$ cat config.mk
export PLATFORM = sky130hd
export DESIGN_NAME = fu_branch_predictor_bimodal
export DESIGN_NICKNAME = d
export VERILOG_FILES = /design/src/rtl/fu_branch_predictor_bimodal.sv
export SDC_FILE = /design/constraint.sdc
export NUM_CORES = 1
export LEC_CHECK = 0
export ABC_AREA = 1
export ABC_CLOCK_PERIOD_IN_PS = 8400
export CAP_MARGIN = 15
export CORE_UTILIZATION = 40
export DETAILED_ROUTE_END_ITERATION = 10
export HOLD_SLACK_MARGIN = 0.05
export SETUP_SLACK_MARGIN = 0.15
export SKIP_CTS_REPAIR_TIMING = 1
export SYNTH_ARGS = -nofsm -noshare
export SYNTH_HDL_FRONTEND = slang
export SYNTH_SLANG_ARGS = --single-unit
$ cat constraint.sdc
create_clock -name CLK -period 8.4 [get_ports CLK]
set_input_delay 2.52 -clock CLK [delete_from_list [all_inputs] [get_ports CLK]]
set_output_delay 2.52 -clock CLK [all_outputs]
set_load 0.1 [all_outputs]
$ cat src/rtl/fu_branch_predictor_bimodal.sv
// Bimodal branch predictor: direct-mapped tagged BTB plus saturating-counter PHT (gshare index with BP_GSHARE_EN).
// Latency: lookup is combinational (0 cycles); an update is visible on the cycle after its strobe.
// Backpressure: none; one update is accepted every cycle and a lookup never stalls.
module fu_branch_predictor_bimodal #(
    parameter int ENTRIES  = 16,
    parameter int CTR_BITS = 2
) (
    input  logic        CLK,
    input  logic        RST,
    input  logic [31:0] pc,
    output logic        predicted_outcome,
    output logic [31:0] predicted_target,
    output logic        btb_hit,
    input  logic        update_btb,
    input  logic [31:0] update_pc,
    input  logic        branch_outcome,
    input  logic [31:0] branch_target
);

    typedef logic [31:0] word_t;

    localparam int IDX_W = $clog2(ENTRIES);
    localparam int TAG_W = 32 - IDX_W - 2;

    localparam logic [CTR_BITS-1:0] CTR_MAX = '1;
    localparam logic [CTR_BITS-1:0] CTR_RST = CTR_MAX >> 1;
    localparam logic [CTR_BITS-1:0] CTR_ONE = CTR_BITS'(1);

    logic              valid_q  [ENTRIES];
    logic [TAG_W-1:0]  tag_q    [ENTRIES];
    word_t             target_q [ENTRIES];
    logic [CTR_BITS-1:0] pht_q  [ENTRIES];

    logic [IDX_W-1:0]  lkp_idx;
    logic [TAG_W-1:0]  lkp_tag;
    logic [IDX_W-1:0]  lkp_pidx;
    logic [IDX_W-1:0]  upd_idx;
    logic [TAG_W-1:0]  upd_tag;
    logic [IDX_W-1:0]  upd_pidx;
    logic [CTR_BITS-1:0] ctr_cur;
    logic [CTR_BITS-1:0] ctr_nxt;

    // Word alignment makes the two PC LSBs meaningless to the predictor.
    logic unused_pc_lsbs;
    assign unused_pc_lsbs = ^{pc[1:0], update_pc[1:0]};

    assign lkp_idx = pc[IDX_W+1:2];
    assign lkp_tag = pc[31:IDX_W+2];
    assign upd_idx = update_pc[IDX_W+1:2];
    assign upd_tag = update_pc[31:IDX_W+2];

`ifdef BP_GSHARE_EN
    logic [IDX_W-1:0] ghr_q;

    assign lkp_pidx = lkp_idx ^ ghr_q;
    assign upd_pidx = upd_idx ^ ghr_q;

    generate
        if (IDX_W == 1) begin : g_ghr_one
            always_ff @(posedge CLK) begin
                if (RST) begin
                    ghr_q <= '0;
                end else if (update_btb) begin
                    ghr_q <= branch_outcome;
                end
            end
        end else begin : g_ghr_shift
            always_ff @(posedge CLK) begin
                if (RST) begin
                    ghr_q <= '0;
                end else if (update_btb) begin
                    ghr_q <= {ghr_q[IDX_W-2:0], branch_outcome};
                end
            end
        end
    endgenerate
`else
    assign lkp_pidx = lkp_idx;
    assign upd_pidx = upd_idx;
`endif

    // Lookup always sees the pre-update arrays; there is deliberately no bypass.
    always_comb begin
        btb_hit           = valid_q[lkp_idx] && (tag_q[lkp_idx] == lkp_tag);
        predicted_outcome = btb_hit && pht_q[lkp_pidx][CTR_BITS-1];
        predicted_target  = predicted_outcome ? target_q[lkp_idx] : (pc + 32'd4);
    end

    always_comb begin
        ctr_cur = pht_q[upd_pidx];
        ctr_nxt = ctr_cur;
        if (branch_outcome) begin
            if (ctr_cur != CTR_MAX) begin
                ctr_nxt = ctr_cur + CTR_ONE;
            end
        end else if (ctr_cur != '0) begin
            ctr_nxt = ctr_cur - CTR_ONE;
        end
    end

    always_ff @(posedge CLK) begin
        if (RST) begin
            for (int i = 0; i < ENTRIES; i++) begin
                valid_q[i] <= 1'b0;
                pht_q[i]   <= CTR_RST;
            end
        end else if (update_btb) begin
            pht_q[upd_pidx] <= ctr_nxt;
            if (branch_outcome) begin
                valid_q[upd_idx] <= 1'b1;
            end
        end
    end

    // A taken branch both refreshes a hit and allocates over any alias; not-taken leaves the BTB alone.
    always_ff @(posedge CLK) begin
        if (!RST && update_btb && branch_outcome) begin
            tag_q[upd_idx]    <= upd_tag;
            target_q[upd_idx] <= branch_target;
        end
    end

endmodule

# --- Word level (Yosys, flattened, before mapping) ---
# Memories as Yosys holds them, arrays and structs flattened.
# Cells that the tools add are included.
word_totals:
  n_memories: 4
  register_bits: 0
  ram_bits: 976
  word_cells: 38
memory_table:
  columns: ["name", "words", "width", "read_ports", "rd_clocked_by_memory_dff", "write_ports", "line", "text"]
  rows:
  - ["target_q", 16, 32, 1, 0, 1, "31", "word_t target_q [ENTRIES];"]
  - ["tag_q", 16, 26, 1, 0, 1, "30", "logic [TAG_W-1:0] tag_q [ENTRIES];"]
  - ["pht_q", 16, 2, 2, 0, 16, "32", "logic [CTR_BITS-1:0] pht_q [ENTRIES];"]
  - ["valid_q", 16, 1, 1, 0, 16, "29", "logic valid_q [ENTRIES];"]
classes:
  mux: 21
  reduce_logical: 8
  addsub: 3
  eq_ne: 2
ops:
  columns: ["operator", "n"]
  rows:
  - ["adder 32 x 3 -> 32 bit (second input constant)", 1]
  - ["two-way mux 32 bit", 1]
  - ["equality test 26 bit", 1]
  - ["two-way mux 1 bit", 14]
  - ["two-way mux 2 bit", 4]
  - ["two-way mux 4 bit", 2]
  - ["logical AND 1 bit", 4]
  - ["adder 2 x 1 -> 2 bit (second input constant)", 1]
  - ["inequality test 2 bit (second input constant)", 1]
  - ["nonzero test 2 bit", 1]
  - ["OR reduction 2 bit", 1]
  - ["subtractor 2 x 1 -> 2 bit (second input constant)", 1]
  - ["zero test 1 bit", 1]
  - ["OR reduction 1 bit", 1]

# --- Logic depth before layout (Yosys ltp) ---
# Gate-level depths: netlist of run 1.
logic_depth:
  word_depth: 6
  depth_mapped: 22
  ltp_nobuf: 19

# --- Worst setup path after synthesis of run 1 ---
# No wires, ideal clock.
synth_path:
  kind: "input port to output port"
  start: "in pc[3]"
  end: "out predicted_target[29]"
  slack_ns: 0.445
  t_arrival_ns: 5.435
  required_time_ns: 5.880
  cell_stages: 17
  cell_sequence: "buf_2 -> clkinv_2 -> buf_2 -> buf_2 -> nand2_1 -> nand3_1 -> nand3_1 -> nand2_1 -> nand2_1 -> nand2_1 -> nand2_1 -> nor2_1 -> nand2_1 -> nor2_1 -> nand3_2 -> buf_2 -> o21ai_1"
synth_via:
  elab_chain_cells: 5
  word_cells_on_any_way: 9
synth_lines:
  columns: ["element", "line", "text"]
  rows:
  - ["from (decl)", "10", "input logic [31:0] pc,"]
  - ["memory read (16 x 26 bit)", null, null]
  - ["equality test 26 bit", "84", "btb_hit = valid_q[lkp_idx] && (tag_q[lkp_idx] == lkp_tag);"]
  - ["logical AND 1 bit", "84", null]
  - ["logical AND 1 bit", "85", "predicted_outcome = btb_hit && pht_q[lkp_pidx][CTR_BITS-1];"]
  - ["two-way mux 32 bit *", "86", "predicted_target = predicted_outcome ? target_q[lkp_idx] : (pc + 32'd4);"]
  - ["to (decl)", "12", "output logic [31:0] predicted_target,"]
# Mark *: on every way between the ends. The rest lies on a longest branch, timed or not.

# --- Worst setup path in the final report of run 1 ---
layout_path:
  start: "in pc[5]"
  end: "out predicted_target[4]"
# The elaborated chain is that of the path after synthesis.

==> metrics.log, run 1 <==
[metrics] sequential area share after synthesis: 70.5%
[metrics] normalized max-slew margin: between 20% and 30%
[metrics] number of I/O pins: around 130
[metrics] number of DRC markers after the initial detailed-route iteration: approximately 2900
[metrics] most common cell after layout, fill and taps aside: sky130_fd_sc_hd__edfxtp_1
[metrics] aggregate global routing overflow: 0
[metrics] instance count of the mapped netlist: about 3700
[metrics] Leak: 17.7 nW
[metrics] dpl hpwl: 66700 um
[metrics] synthesized cell area: 0.0414 mm2
[metrics] number of nets at the end of the flow: approximately 4000
[metrics] flip-flop and latch count after synthesis: just under 1000
[metrics] Setup crit start kind: primary input
[metrics] insertion delay to the later sink of the worst-skew pair: around 700 ps
[metrics] commonest cells after routing, fill and taps aside: sky130_fd_sc_hd__edfxtp_1 (960), sky130_fd_sc_hd__nand2_1 (905), sky130_fd_sc_hd__nor2_1 (445)
[metrics] Mapped Nets: between 3000 and 4000
[metrics] Layout area overhead: 16.6%
[metrics] Fillers: between 9000 and 10000
[metrics] smallest hold slack: roughly 460 ps
[metrics] peak fanout along the critical path: 13
[metrics] input/output buffers: between 100 and 150
[metrics] remaining antenna violation count: 0
[metrics] top-area cell type share of the netlist area: between 60% and 70%
[metrics] clock sinks: roughly 980
[metrics] total negative slack: 0 ps
[metrics] ratio of cells with drive above 1 in the final layout: ~8.3%
[metrics] Pint: between 8 and 9 mW
[metrics] Setup violations, final: 0
[metrics] unrepaired setup endpoints after global routing: yes
[metrics] vertical extent of the die: ~320 um
[metrics] power density of the placed cells: 218 mW/mm2
[metrics] starting utilization of the core area: around 40%
[metrics] pin count of the biggest net entering global routing: between 150 and 200
[metrics] slew at the pin with the worst max-slew slack: 1140 ps
[metrics] arrival time reported for the critical path endpoint: approximately 5700 ps
[metrics] flop-to-flop setup slack: approximately 6000 ps
[metrics] CTS tree: done
[metrics] required arrival time at the worst endpoint: a little under 6000 ps
[metrics] proportion of power drawn by flip-flops and latches: around 51%
[metrics] cell type contributing the most total cell area after synthesis: sky130_fd_sc_hd__edfxtp_1
[metrics] H-tree depth: 3
[metrics] Die Area: 0.105 mm2
[metrics] total DRC errors in the routed layout: 0
[metrics] Final Hold Vio Count: 0
[metrics] DIE WIDTH: 324 um
[metrics] final wirelength: approximately 120000 um
[metrics] site row count: around 120
[metrics] global-route wire length before repair: between 150000 and 200000 um
[metrics] final clock skew: 17.9 ps
[metrics] core box area: 0.102 mm2
[metrics] outcome: finished clean
[metrics] GR Util All Layers: around 22%
[metrics] final standard cell area without fillers: between 0.04 and 0.05 mm2
[metrics] via count of the first global-routing pass: around 26000
[metrics] kind of critical path: in2out
[metrics] placer congestion estimate: around 0.96
[metrics] classification of the worst-slack hold path: reg2reg
[metrics] Reg clk slew, reported paths: about 60 ps
[metrics] buffer levels on the longest clock path: 3
[metrics] top post-synthesis cells by area: sky130_fd_sc_hd__edfxtp_1 (70%), sky130_fd_sc_hd__nand2_1 (8.2%), sky130_fd_sc_hd__nor2_1 (4.2%)
[metrics] number of optimization iterations in the first detailed-route pass: 5
[metrics] combinational group share of total power: under 10%
[metrics] warning count from the yosys run: 0
[metrics] Tmin final: about 8200 ps
[metrics] Final period util: between 90% and 100%
[metrics] total clock buffers created by CTS: 101
[metrics] Max IR drop VDD: 0.154 mV
[metrics] standard cell area after detailed placement: between 0.04 and 0.05 mm2
[metrics] vias after detailed routing: 28100
[metrics] count of cell types in the netlist: 40
[metrics] WL per Instance: approximately 22 um
[metrics] switching share of power: 23.7%
[metrics] CTS root buf: sky130_fd_sc_hd__clkbuf_16
[metrics] sw power: ~2.5 mW
[metrics] vias per cell: between 5 and 6
[metrics] max-cap violations: 0
[metrics] fmax: between 0.1 and 0.15 GHz
[metrics] Clock power frac: between 40% and 50%
[metrics] average cell area after synthesis: 11.1 um2
[metrics] initial antenna violation count: 8
[metrics] sort of element at the end of the critical path: primary output
[metrics] Final Max Tran Viols: 0
[metrics] final total power: ~11 mW
==> stage by stage <==
stage	std cells	util, %	setup slack [ps]
CTS	5310	47.2	237
finish	5312	47.2	234
detailed placement	5124	44.1	279
global placement	5124	44.1	280
floorplan	3728	-	445
global route	5311	47.2	142
==> worst max-delay path, cell delays in order <==
cell and delay [ps]:
sky130_fd_sc_hd__clkdlybuf4s50_1 460, sky130_fd_sc_hd__buf_4 180, sky130_fd_sc_hd__clkinv_2 160, sky130_fd_sc_hd__nor2_4 160, sky130_fd_sc_hd__buf_6 200, sky130_fd_sc_hd__nand2_1 70, sky130_fd_sc_hd__nand2_1 150, sky130_fd_sc_hd__inv_1 80
sky130_fd_sc_hd__nand2_1 70, sky130_fd_sc_hd__nand2_1 50, sky130_fd_sc_hd__nand2_1 100, sky130_fd_sc_hd__nand2_1 70, sky130_fd_sc_hd__nor2_1 110, sky130_fd_sc_hd__nand2_1 80, sky130_fd_sc_hd__nor2_1 150, sky130_fd_sc_hd__nand3_2 200
sky130_fd_sc_hd__o21ai_0 240, sky130_fd_sc_hd__nand2_1 290, sky130_fd_sc_hd__buf_12 250
==> layout make-up <==
cell class	count	area, um2	area share [%]
inverter	307	1170	2.43
multi-input combinational	2235	10200	21.1
clock inverter	65	576	1.19
tap	1368	1710	3.55
timing repair buffer	238	2820	5.85
sequential	976	29100	60.4
antenna	2	5.00	0.0104
clock buffer	121	2600	5.40
==> logic make-up (layout without fill, tap and decap cells) <==
family / count (synthesis) / count (layout) / synth area share, %
XOR/XNOR: 27 / 27 / 0.572
buffers and inverters: 517 / 731 / 5.25
AO/OA/AOI/OAI: 523 / 523 / 7.32
other: 0 / 2 / 0
AND/OR/NAND/NOR: 1684 / 1684 / 16.3
adder cells (fa/ha/maj): 1 / 1 / 0.0303
flip-flops: 976 / 976 / 70.5
==> sequential cells by signal, indices dropped and copies added, names as in the netlist <==
register and flops:
pht_q 32, tag_q 416, target_q 512, valid_q 16
==> power groups by stage <==
stage | Combinational, mW | Clock [mW] | Sequential (mW)
3_5_place_dp | 0.825 | 0 | 5.50
5_1_grt | 0.906 | 4.57 | 5.39
2_1_floorplan | 0.462 | 0 | 5.50
6_report | 0.834 | 4.31 | 5.39
3_3_place_gp | 0.820 | 0 | 5.50
4_1_cts | 0.829 | 4.38 | 5.39
==> worst paths after layout <==
kind | from | to | cells past startpoint
setup / recovery | pc[5] | predicted_target[4] | 19
hold / removal | valid_q[0] | valid_q[0] | 2
setup reg to reg | pht_q[0][1] | pht_q[15][0] | 8
hold reg to reg | valid_q[0] | valid_q[0] | 2
==> layer usage <==
metal	vias up	GRT usage [%]	routed length [um]
met1	13700	30.8	49700
li1	13100	-	-
met5	-	0	62
met3	177	4.36	9960
met4	10	7.10	2970
met2	1141	34.9	53100
==> synthesized netlist by cell type <==
cell type	instances
sky130_fd_sc_hd__a21boi_1	1
sky130_fd_sc_hd__a21oi_1	9
sky130_fd_sc_hd__a21oi_2	1
sky130_fd_sc_hd__a221oi_1	4
sky130_fd_sc_hd__a22o_1	8
sky130_fd_sc_hd__a22oi_1	9
sky130_fd_sc_hd__a31o_2	2
sky130_fd_sc_hd__a31oi_1	12
sky130_fd_sc_hd__a32o_1	1
sky130_fd_sc_hd__buf_1	13
sky130_fd_sc_hd__buf_2	86
sky130_fd_sc_hd__buf_4	16
sky130_fd_sc_hd__buf_6	8
sky130_fd_sc_hd__clkbuf_1	87
sky130_fd_sc_hd__clkinv_1	4
sky130_fd_sc_hd__clkinv_2	1
sky130_fd_sc_hd__dfxtp_1	16
sky130_fd_sc_hd__edfxtp_1	960
sky130_fd_sc_hd__ha_1	1
sky130_fd_sc_hd__inv_1	297
sky130_fd_sc_hd__inv_2	5
sky130_fd_sc_hd__nand2_1	907
sky130_fd_sc_hd__nand2_2	2
sky130_fd_sc_hd__nand3_1	281
sky130_fd_sc_hd__nand3_2	2
sky130_fd_sc_hd__nand4_1	8
sky130_fd_sc_hd__nor2_1	461
sky130_fd_sc_hd__nor2_2	2
sky130_fd_sc_hd__nor2_4	1
sky130_fd_sc_hd__nor3_1	14
sky130_fd_sc_hd__nor3_2	1
sky130_fd_sc_hd__nor4_1	4
sky130_fd_sc_hd__o211a_1	2
sky130_fd_sc_hd__o211ai_1	17
sky130_fd_sc_hd__o21ai_0	305
sky130_fd_sc_hd__o21ai_1	24
sky130_fd_sc_hd__o221ai_1	38
sky130_fd_sc_hd__o22ai_1	90
sky130_fd_sc_hd__or2_2	1
sky130_fd_sc_hd__xor2_1	27
(Power assumes the default switching activity.)
==> inputs of run 2 (changes only) <==
--- a/config.mk
+++ b/config.mk
@@ -9,6 +9,7 @@
 export ABC_CLOCK_PERIOD_IN_PS = 8400
 export CAP_MARGIN = 15
 export CORE_UTILIZATION = 40
+export CTS_CLUSTER_DIAMETER = 40
 export DETAILED_ROUTE_END_ITERATION = 10
 export HOLD_SLACK_MARGIN = 0.05
 export SETUP_SLACK_MARGIN = 0.15
==> metrics.log, run 2 (synthesis gave the netlist of run 1 again) <==
[metrics] Largest register FFs: just over 500
[metrics] Final Hold Vio Count: 0
[metrics] fmax: roughly 0.12 GHz
[metrics] vias after detailed routing: around 29000
[metrics] count of buffering cells on the critical path with inverters included: 8
[metrics] total negative slack: 0 ps
[metrics] power density of the placed cells: approximately 240 mW/mm2
[metrics] aggregate global routing overflow: 0
[metrics] GR Util All Layers: roughly 22%
[metrics] arrival time reported for the critical path endpoint: 5620 ps
[metrics] Crit Reg-Reg Endpoint: pht_q[11][0]
[metrics] CTS tree: done
[metrics] Final Max Tran Viols: 0
[metrics] WL per Instance: 21.8 um
[metrics] number of DRC markers after the initial detailed-route iteration: ~3200
[metrics] outcome: finished clean
[metrics] initial antenna violation count: 11
[metrics] most flop-heavy register: target_q
[metrics] vertical extent of the die: 324 um
[metrics] flop-to-flop setup slack: roughly 6000 ps
[metrics] remaining antenna violation count: 0
[metrics] unrepaired setup endpoints after global routing: yes
[metrics] dpl hpwl: between 60000 and 70000 um
[metrics] timing startpoint of the critical path: pc[5]
[metrics] crit path cell chain: clkdlybuf4s50_1 > buf_4 > clkinv_2 > nor2_4 > buf_12 > nand2_1 > nand2_1 > inv_1 > nand3_1 > nand2_1 > nor2_1 > nand2_1 > nor2_1 > nand2_1 > nor2_4 > buf_12 > nand3_1 > nand2_1 > inv_1 > buf_12
[metrics] hold wc startpoint: valid_q[0]
[metrics] max-cap violations: 0
[metrics] buffer levels on the longest clock path: 3
[metrics] utilization of the core after routing: between 40% and 50%
[metrics] Setup crit start kind: primary input
[metrics] core box area: 0.102 mm2
[metrics] Setup violations, final: 0
[metrics] minimum setup slack in the final design: 263 ps
[metrics] clock sinks: 976
[metrics] number of optimization iterations in the first detailed-route pass: 5
[metrics] largest registers: target_q: 512 flops, tag_q: 416 flops, pht_q: 32 flops
[metrics] Reg clk slew, reported paths: approximately 50 ps
[metrics] final clock skew: between 15 and 20 ps
[metrics] sort of element at the end of the critical path: primary output
[metrics] Hold Path End: valid_q[0]
[metrics] Final period util: between 90% and 100%
[metrics] site row count: ~120
[metrics] Die Area: around 0.10 mm2
[metrics] launch instance of the worst register-to-register path: pht_q[12][1]
[metrics] CTS root buf: sky130_fd_sc_hd__clkbuf_16
[metrics] worst setup timing slack at the placement stage: around 280 ps
[metrics] Max IR drop VDD: ~0.14 mV
[metrics] slew at the pin with the worst max-slew slack: around 1100 ps
[metrics] final total power: 12.1 mW
[metrics] normalized max-slew margin: a little under a quarter
[metrics] input/output buffers: 131
[metrics] placer congestion estimate: roughly 0.96
[metrics] Critical-path top delay cell: sky130_fd_sc_hd__clkdlybuf4s50_1
[metrics] Leak: around 18 nW
[metrics] DIE WIDTH: 324 um
[metrics] total DRC errors in the routed layout: 0
[metrics] cell family with most CP delay: buffers and inverters
[metrics] vias per cell: roughly 5.3
[metrics] H-tree depth: 4
[metrics] maximum single-stage delay on the critical path: about 460 ps
[metrics] Fillers: around 9100
[metrics] Tmin final: around 8100 ps
[metrics] most common cell after layout, fill and taps aside: sky130_fd_sc_hd__edfxtp_1
[metrics] insertion delay to the later sink of the worst-skew pair: roughly 740 ps
[metrics] number of I/O pins: about 130
[metrics] pin count of the biggest net entering global routing: 192
[metrics] commonest cells after routing, fill and taps aside: sky130_fd_sc_hd__edfxtp_1 (960), sky130_fd_sc_hd__nand2_1 (905), sky130_fd_sc_hd__nor2_1 (445)
[metrics] required arrival time at the worst endpoint: roughly 5900 ps
[metrics] starting utilization of the core area: about two fifths
[metrics] library cell appearing most often on the critical path: sky130_fd_sc_hd__nand2_1
[metrics] kind of critical path: in2out
[metrics] ratio of cells with drive above 1 in the final layout: under 10%
[metrics] classification of the worst-slack hold path: reg2reg
[metrics] Worst Hold Depth: 2
[metrics] final wirelength: about 120000 um
[metrics] global-route wire length before repair: 172000 um
[metrics] Layout area overhead: 20.2%
[metrics] R2R cell count: 7
[metrics] smallest hold slack: 456 ps
[metrics] peak fanout along the critical path: 29
[metrics] number of nets at the end of the flow: 3991
[metrics] total clock buffers created by CTS: about 130
[metrics] via count of the first global-routing pass: between 20000 and 30000
-- run 2: cell types whose count changed in the layout (fill, tap and decap cells not counted), sizes merged --
| cell | previous run | this run |
|---|---|---|
| clkinv | 56 | 53 |
| clkbuf | 122 | 152 |
| diode | 2 | 5 |
| clkinvlp | 5 | 9 |
| bufinv | 6 | 22 |
| inv | 305 | 313 |
-- run 2: routing by layer --
layer	routed length (um)	vias to the layer above	GRT usage, %
met5	57	-	0
met4	2690	10	7.24
met3	9470	199	4.11
met2	54500	1143	35.5
met1	50100	14000	31.4
li1	-	13200	-
-- run 2: stage by stage --
stage	instances	area, um2
after floorplan	3728	41400
after global placement	5124	45000
after detailed placement	5124	45000
after CTS	5365	49700
after global routing	5369	49700
final	5370	49700
-- run 2: worst register-to-register path: stages (launching register included) --
cell                       delay (ps)
sky130_fd_sc_hd__edfxtp_1         390
sky130_fd_sc_hd__a22oi_1          250
sky130_fd_sc_hd__a31o_2           200
sky130_fd_sc_hd__nand4_1           90
sky130_fd_sc_hd__or2_2            290
sky130_fd_sc_hd__a21boi_1         550
sky130_fd_sc_hd__buf_4            300
sky130_fd_sc_hd__nand2_1           70
-- run 2: worst max-delay path by stage --
stage,to,slack (ps),depth (start not counted)
detailed placement,predicted_target[26],280,13
global route,predicted_target[3],150,20
CTS,predicted_target[26],250,13
finish,predicted_target[12],260,20
floorplan,predicted_target[29],440,17
global placement,predicted_target[26],280,13
-- run 2: cell type report --
| cell class | count | area [um2] | share of cell area [%] |
|---|---|---|---|
| clock inverter | 90 | 1240 | 2.50 |
| multi-input combinational | 2235 | 10200 | 20.5 |
| timing repair buffer | 238 | 2820 | 5.68 |
| tap | 1368 | 1710 | 3.44 |
| clock buffer | 151 | 3400 | 6.83 |
| antenna | 5 | 12.5 | 0.0252 |
| inverter | 307 | 1170 | 2.35 |
| sequential | 976 | 29100 | 58.7 |
-- run 2: power breakdown --
group,internal (mW),switching (mW)
sequential,5.39,0.00875
combinational,0.250,0.586
clock,3.63,2.19
